**src/rtl/spi_ram_pkg.sv**
```systemverilog
// spi_ram_pkg: command encoding shared by the SPI RAM blocks
package spi_ram_pkg;
  localparam int CMD_W = 2;
  typedef enum logic [CMD_W-1:0] {
    CMD_WR_ADDR = 2'b00,
    CMD_WR_DATA = 2'b01,
    CMD_RD_ADDR = 2'b10,
    CMD_RD_DATA = 2'b11
  } cmd_e;
endpackage

```
**src/rtl/spi_ram_rd_pipe.sv**
```systemverilog
// spi_ram_rd_pipe: read-response delay line carrying {valid, data, err} to the outputs
module spi_ram_rd_pipe #(
  parameter int DATA_W = 8,
  parameter int RD_LAT = 1
) (
  input  logic              clk,
  input  logic              rst,
  input  logic              v_in,
  input  logic [DATA_W-1:0] d_in,
  input  logic              e_in,
  output logic              tx_valid,
  output logic [DATA_W-1:0] dout,
  output logic              err
);
  logic [RD_LAT-1:0] v, e;
  logic [DATA_W-1:0] d [RD_LAT];
  // Shift stages; data only moves with a valid token so dout holds between reads
  always_ff @(posedge clk or posedge rst)
    if (rst) begin
      v <= '0;
      e <= '0;
      for (int k = 0; k < RD_LAT; k++) d[k] <= '0;
    end else begin
      v[0] <= v_in;
      e[0] <= e_in;
      if (v_in) d[0] <= d_in;
      for (int k = 1; k < RD_LAT; k++) begin
        v[k] <= v[k-1];
        e[k] <= e[k-1];
        if (v[k-1]) d[k] <= d[k-1];
      end
    end
  assign tx_valid = v[RD_LAT-1];
  assign dout     = d[RD_LAT-1];
  assign err      = e[RD_LAT-1];
endmodule

```
**src/rtl/spi_ram_param.sv**
```systemverilog
// spi_ram_param: parametrised command-driven RAM behind an SPI slave
module spi_ram_param
  import spi_ram_pkg::*;
#(
  parameter int DATA_W    = 8,
  parameter int ADDR_W    = 8,
  parameter int MEM_DEPTH = 256,
  parameter int RD_LAT    = 1,
  parameter int AUTO_INC  = 0
) (
  input  logic                    clk,
  input  logic                    rst,
  input  logic [DATA_W+CMD_W-1:0] din,
  input  logic                    rx_valid,
  output logic [DATA_W-1:0]       dout,
  output logic                    tx_valid,
  output logic                    addr_err
);
  if (ADDR_W > DATA_W || MEM_DEPTH > 2**ADDR_W || (RD_LAT != 1 && RD_LAT != 2)) begin : g_bad_params
    $error("spi_ram_param: illegal parameter combination");
  end
  localparam logic [ADDR_W:0] DEPTH = (ADDR_W+1)'(MEM_DEPTH);
  cmd_e              cmd;
  logic [DATA_W-1:0] pay, rd_data;
  logic [ADDR_W-1:0] pay_a, wr_addr, rd_addr;
  logic [ADDR_W:0]   wr_nxt;
  logic              wr_oor, rd_oor, wr_go, rd_go, wr_err, rd_err;
  logic [DATA_W-1:0] mem [MEM_DEPTH];
  assign cmd     = cmd_e'(din[DATA_W+CMD_W-1:DATA_W]);
  assign pay     = din[DATA_W-1:0];
  assign pay_a   = pay[ADDR_W-1:0];
  assign wr_oor  = {1'b0, wr_addr} >= DEPTH;
  assign rd_oor  = {1'b0, rd_addr} >= DEPTH;
  assign wr_go   = rx_valid && cmd == CMD_WR_DATA;
  assign rd_go   = rx_valid && cmd == CMD_RD_DATA;
  assign wr_nxt  = {1'b0, wr_addr} + (ADDR_W+1)'(1);
  assign rd_data = rd_oor ? '0 : mem[rd_addr];
  // Address registers, auto-increment with wrap, and the write-error pulse
  always_ff @(posedge clk or posedge rst)
    if (rst) begin
      wr_addr <= '0;
      rd_addr <= '0;
      wr_err  <= 1'b0;
    end else begin
      wr_err <= wr_go && wr_oor;
      if (rx_valid && cmd == CMD_WR_ADDR) wr_addr <= pay_a;
      else if (wr_go && !wr_oor && AUTO_INC != 0) wr_addr <= wr_nxt == DEPTH ? '0 : wr_nxt[ADDR_W-1:0];
      if (rx_valid && cmd == CMD_RD_ADDR) rd_addr <= pay_a;
    end
  // Storage is deliberately left out of reset so contents survive rst
  always_ff @(posedge clk)
    if (wr_go && !wr_oor) mem[wr_addr] <= pay;
  spi_ram_rd_pipe #(.DATA_W(DATA_W), .RD_LAT(RD_LAT)) u_pipe (
    .clk     (clk),
    .rst     (rst),
    .v_in    (rd_go),
    .d_in    (rd_data),
    .e_in    (rd_go && rd_oor),
    .tx_valid(tx_valid),
    .dout    (dout),
    .err     (rd_err)
  );
  assign addr_err = rd_err | wr_err;
endmodule

```
**config.mk**
```make
export PLATFORM = sky130hd
export DESIGN_NAME = spi_ram_param
export DESIGN_NICKNAME = d
export VERILOG_FILES = /design/src/rtl/spi_ram_pkg.sv /design/src/rtl/spi_ram_rd_pipe.sv /design/src/rtl/spi_ram_param.sv
export SDC_FILE = /design/constraint.sdc
export NUM_CORES = 2
export LEC_CHECK = 0
export ABC_AREA = 0
export BUFFER_PORTS_ARGS = -buffer_cell sky130_fd_sc_hd__buf_2
export CORE_MARGIN = 1
export CORE_UTILIZATION = 55
export DETAILED_ROUTE_END_ITERATION = 7
export HOLD_SLACK_MARGIN = 0.06
export PLACE_DENSITY = 0.73
export SKIP_LAST_GASP = 1
export SYNTH_ARGS = -nofsm -noshare
export SYNTH_HDL_FRONTEND = slang
export SYNTH_SLANG_ARGS = --single-unit
```
**constraint.sdc**
```tcl
create_clock -name clk -period 2.2 [get_ports clk]
set_input_delay 0.22 -clock clk [delete_from_list [all_inputs] [get_ports clk]]
set_output_delay 0.22 -clock clk [all_outputs]
set_load 0.02 [all_outputs]
```
-- After elaboration in Yosys (flattened, before gate mapping)
Memory sizes are Yosys's and may differ from the RTL's. A register that Yosys moved wholly into a read port is not among the register bits.
Cells that the tools add are included.
- memories: 1
- input bits: 13
- register bits: 17
- logic and storage cells: 14
- bits in writable memories: 2048
- output and inout port bits: 10
- memories (name ; depth ; bits a word ; read ports ; clocked after Yosys merged registers in ; write ports ; line ; source):
    mem ; 256 ; 8 ; 1 ; 1 ; 1 ; spi_ram_param.sv:28 ; logic [DATA_W-1:0] mem [MEM_DEPTH];
- reduce and logical (&&, ||, !) cells: 5
- equality and inequality tests: 3
- mux-type cells: 2
- operators with widths (operator ; number):
    $eq A2 B2 Y1 const B ; 2
    $logic_and A1 B1 Y1 ; 4
    $eq A2 B1 Y1 const B ; 1
    $logic_not A2 Y1 ; 1
    $mux W1 ; 2

-- Depth between registers and ports, before layout
- depth in word-level cells: 4
- mapped depth: 12
- depth with buffers taken out: 8

-- Modules after synthesis
Synthesis repeated with hierarchy kept, for this count alone.
- cell total of the unflattened synthesis: 3779
- area, all modules: 80318.3 µm²
- by module, submodules not included (module ; cells an instance ; seq. area each (µm²) ; instances ; area each (µm²)):
    spi_ram_param ; 3759 ; 61899.4 ; 1 ; 79932.9
    spi_ram_rd_pipe ; 20 ; 250.2 ; 1 ; 385.4

-- Least setup slack after synthesis
OpenSTA, ideal clock, no wires.
- path type: reg-to-reg
- start: reg rd_addr[0]
- end: reg u_pipe.d, in the netlist u_pipe.dout[7], read port of mem
- arrival time: 2175 ps
- cell stages (with the launch flop): 11
- library setup time: 135 ps
- path slack: -110 ps
- data required time: 2065 ps
- buffers on the path: 5
- clock period less this slack: 2310 ps
- path through: dfrtp_1 > buf_6 > buf_12 > buf_12 > buf_8 > buf_6 > mux4_2 > a211oi_1 > o21ai_0 > a41oi_2 > o41ai_2
- RTL lines (what ; line ; source):
    start: declaration ; spi_ram_param.sv:25 ; logic [ADDR_W-1:0] pay_a, wr_addr, rd_addr;
    start signal: assignment ; spi_ram_param.sv:48 ; if (rx_valid && cmd == CMD_RD_ADDR) rd_addr <= pay_a;
    end: declaration ; spi_ram_rd_pipe.sv:16 ; logic [DATA_W-1:0] d [RD_LAT];

==> impl_metrics.yaml <==
logic_synthesis:
  ys.flop_type: "edfxtp_1"
  synth.distinct_cells: 70
  synth_cells: 4104
  yosysSeqAreaShare_pct: 75.87
  synthesis.nets: 4117
  syn-cell-area_mm2: 0.08188
  synth_seq_cells: 2073
  synthTopCellsByCount: "2,048 x edfxtp_1, 442 x mux2i_1, 284 x nor2_1"
  synth_top_cell_area_share_pct: 75.10
  async_flop_share_pct: 1.206
  synth.area.top_cells: "edfxtp_1 75%, mux4_2 6.8%, mux2i_1 5.4%, mux4_1 2.1%, nor2_1 1.3%"
  synth.avg_cell_area_um2: 19.95
  yosys.area.top_type: "edfxtp_1"
  synth_edf_count: 2048
  yosysMostFrequentCell: "edfxtp_1"
  yosysWarnings: 0
die:
  io-pin-count: 23
  core_area_mm2: 0.1477
  floorplan.initialDensity_pct: 55.45
  dieArea_mm2: 0.1504
  die_w_um: 387.9
  row_count: 141
  die_y_um: 387.9
power:
  power_w: 0.09406
  powerDensity_mw_per_mm2: 957.7
  p_leak_nw: 33.37
  vdd.ir_drop.worst_mv: 0.9777
timing:
  max_slew_margin_pct: 37.45
  worst-slew-pin-transition_ns: 0.9382
  whs_ns: 0.1584
  hold_viol_final: 0
  rsz0062_at_grt: "true"
  clock.fmax_mhz: 339.3
  min_period_over_period_pct: 134.0
  skew_ns: 0.03392
  drv_slew: 0
  setup_slack_ns: -0.7473
  setup_viol: 21
  finalCriticalPeriod_ns: 2.947
global_route:
  top_usage_layer: "met2"
  antenna_found_initial: 4
  grt_max_degree: 91
  globalRouteTotalUtil_pct: 28.91
  met2_usage_pct: 44.87
  grt-ovfl-total: 0
  gr-usage-met3_pct: 6.368
  use_met1_pct: 39.92
  grt_pass1_wl_um: 311600
  first_global_vias: 45087
setup_path:
  cpMostUsedCell: "buf_4"
  start_kind: "register"
  cp_data_required_time_ns: 2.98
  crit_arrival_ns: 3.73
  end_kind: "register"
  slowest_delay_ns: 0.58
  worstSetupPathType: "register to register"
  crit_slowest_cell: "dfrtp_4"
  crit_chain: "buf_8 -> nand2b_4 -> buf_12 -> buf_6 -> o221ai_2 -> a21oi_1 -> buf_4 -> a21oi_2 -> nand2_2 -> nor4_4 -> buf_4 -> a211o_1"
  critPathMaxFanout: 18
finish:
  regArea_mm2: 0.06214
  syn_to_final_growth_pct: 19.94
  multiInputGateArea_mm2: 0.01862
  final_util_pct: 66.51
  drive_above_1_share_pct: 32.18
  fillCellCount: 9000
  nets: 4957
  fin_area_mm2: 0.09822
cts:
  cts-root-buf: "clkbuf_16"
  htree_levels: 4
  cts_buffer_depth: 3
  clk_pin_slew_worst_paths_ns: 0.06
  cts_sinks: 2073
  clock_latency_ns: 0.85
  cts_buffers: 194
  cts_tree: "done"
place:
  port_buffers: 21
  hpwlAfterDp_um: 140600
  place.gp.congestion: 0.9506
  post_dp_cell_area_mm2: 0.08983
drt:
  drt_wl_total_um: 219400
  num_vias: 45602
  ant_nets: 0
  via_per_inst: 6.478
  drt-wirelength-per-cell_um: 31.17
  route.detailed.drc: 0
  drtIter0Drc: 6251
  firstDrtPassIters: 6
job:
  drv_cap: 0
worst_hold_path:
  hp-class: "input pin to register"
run_status:
  outcome: "finished with violations"
  violations: "setup timing"
## power breakdown
part	internal [W]	leakage [nW]	switching [W]
sequential	0.0435	18.7	0.000374
clock	0.0193	3.12	0.0145
combinational	0.00720	11.6	0.00914
## cells by family after synthesis
family	count (synthesis)	share of synthesized area (%)
multiplexers	779	14.63
other	1	0.004580
buffers and inverters	262	2.677
AND/OR/NAND/NOR	502	2.697
flip-flops	2073	75.87
AO/OA/AOI/OAI	487	4.123
## layer usage
metal / up-vias / part of all wire (%)
met3: 528 / 12
met5: - / 0.0050
met1: 23394 / 37
li1: 18655 / -
met2: 3023 / 47
met4: 2 / 4.5
## sequential cells by signal, indices dropped and copies added, names as in the netlist
name and cells:
mem 2048, u_pipe.tx_valid 1, rd_addr 8, wr_addr 8
u_pipe.dout 8
## worst paths after layout
kind | endpoint | cells after the start | slack, ns | start
worst max-delay path | u_pipe.dout[6]$_DFFE_PP0P_ | 12 | -0.75 | rd_addr[1]$_DFFE_PP0P_
min in group asynchronous | u_pipe.tx_valid$_DFF_PP0_ | 5 | 0.60 | rst
worst max register to register | u_pipe.dout[6]$_DFFE_PP0P_ | 12 | -0.75 | rd_addr[1]$_DFFE_PP0P_
max in group asynchronous | rd_addr[0]$_DFFE_PP0P_ | 5 | 1.24 | rst
worst min-delay path | wr_addr[6]$_DFFE_PP0P_ | 5 | 0.16 | din[8]
worst min register to register | wr_addr[3]$_DFFE_PP0P_ | 2 | 0.69 | wr_addr[3]$_DFFE_PP0P_
## final cells by class
class | count | area share, %
Sequential cell | 2073 | 63.27
Multi-Input combinational cell | 1769 | 18.96
Timing Repair Buffer | 901 | 8.766
Clock buffer | 247 | 5.189
Tap cell | 1930 | 2.459
Clock inverter | 113 | 1.334
Inverter | 5 | 0.02420
Antenna cell | 1 | 0.002548
## worst max-delay path, delay by kind of cell (launching register included)
| family | cells | cell delay (ns) |
|---|---|---|
| flip-flops | 1 | 0.58 |
| AO/OA/AOI/OAI | 4 | 0.67 |
| AND/OR/NAND/NOR | 3 | 0.69 |
| buffers and inverters | 5 | 0.91 |
## metrics by stage
step	TNS (ns)	setup WS, ns	std cells
floorplan	-35.26	-0.09271	4104
global placement	-57.46	-1.281	6613
detailed placement	-70.63	-1.276	6613
CTS	-4.778	-0.6224	7018
global route	-5.902	-0.7429	7039
finish	-5.440	-0.7473	7039
## cells in the final DEF, fill, tap and decap left out, types with 31 or more instances in the layout
master / instances
a211oi_1: 31
a21oi_1: 46
buf_12: 101
buf_4: 732
clkbuf_1: 51
clkbuf_16: 202
clkinv_1: 33
clkinv_2: 36
edfxtp_1: 2048
mux2i_1: 434
mux4_1: 61
mux4_2: 251
nand2_1: 78
nand3_1: 31
nor2_1: 263
o21ai_0: 50
o221ai_1: 37
o22ai_1: 109
## timing repair
action / CTS / global route
buffers inserted: 32 / 18
resized for setup: 172 / 69
cloned: 8 / 6
endpoints found under the setup margin: 748 / 193
hold endpoints to repair: 354 / 0
hold buffers: 10 / 0
pin swaps: 30 / 33
Note: power is estimated with default switching activity, not from simulation.
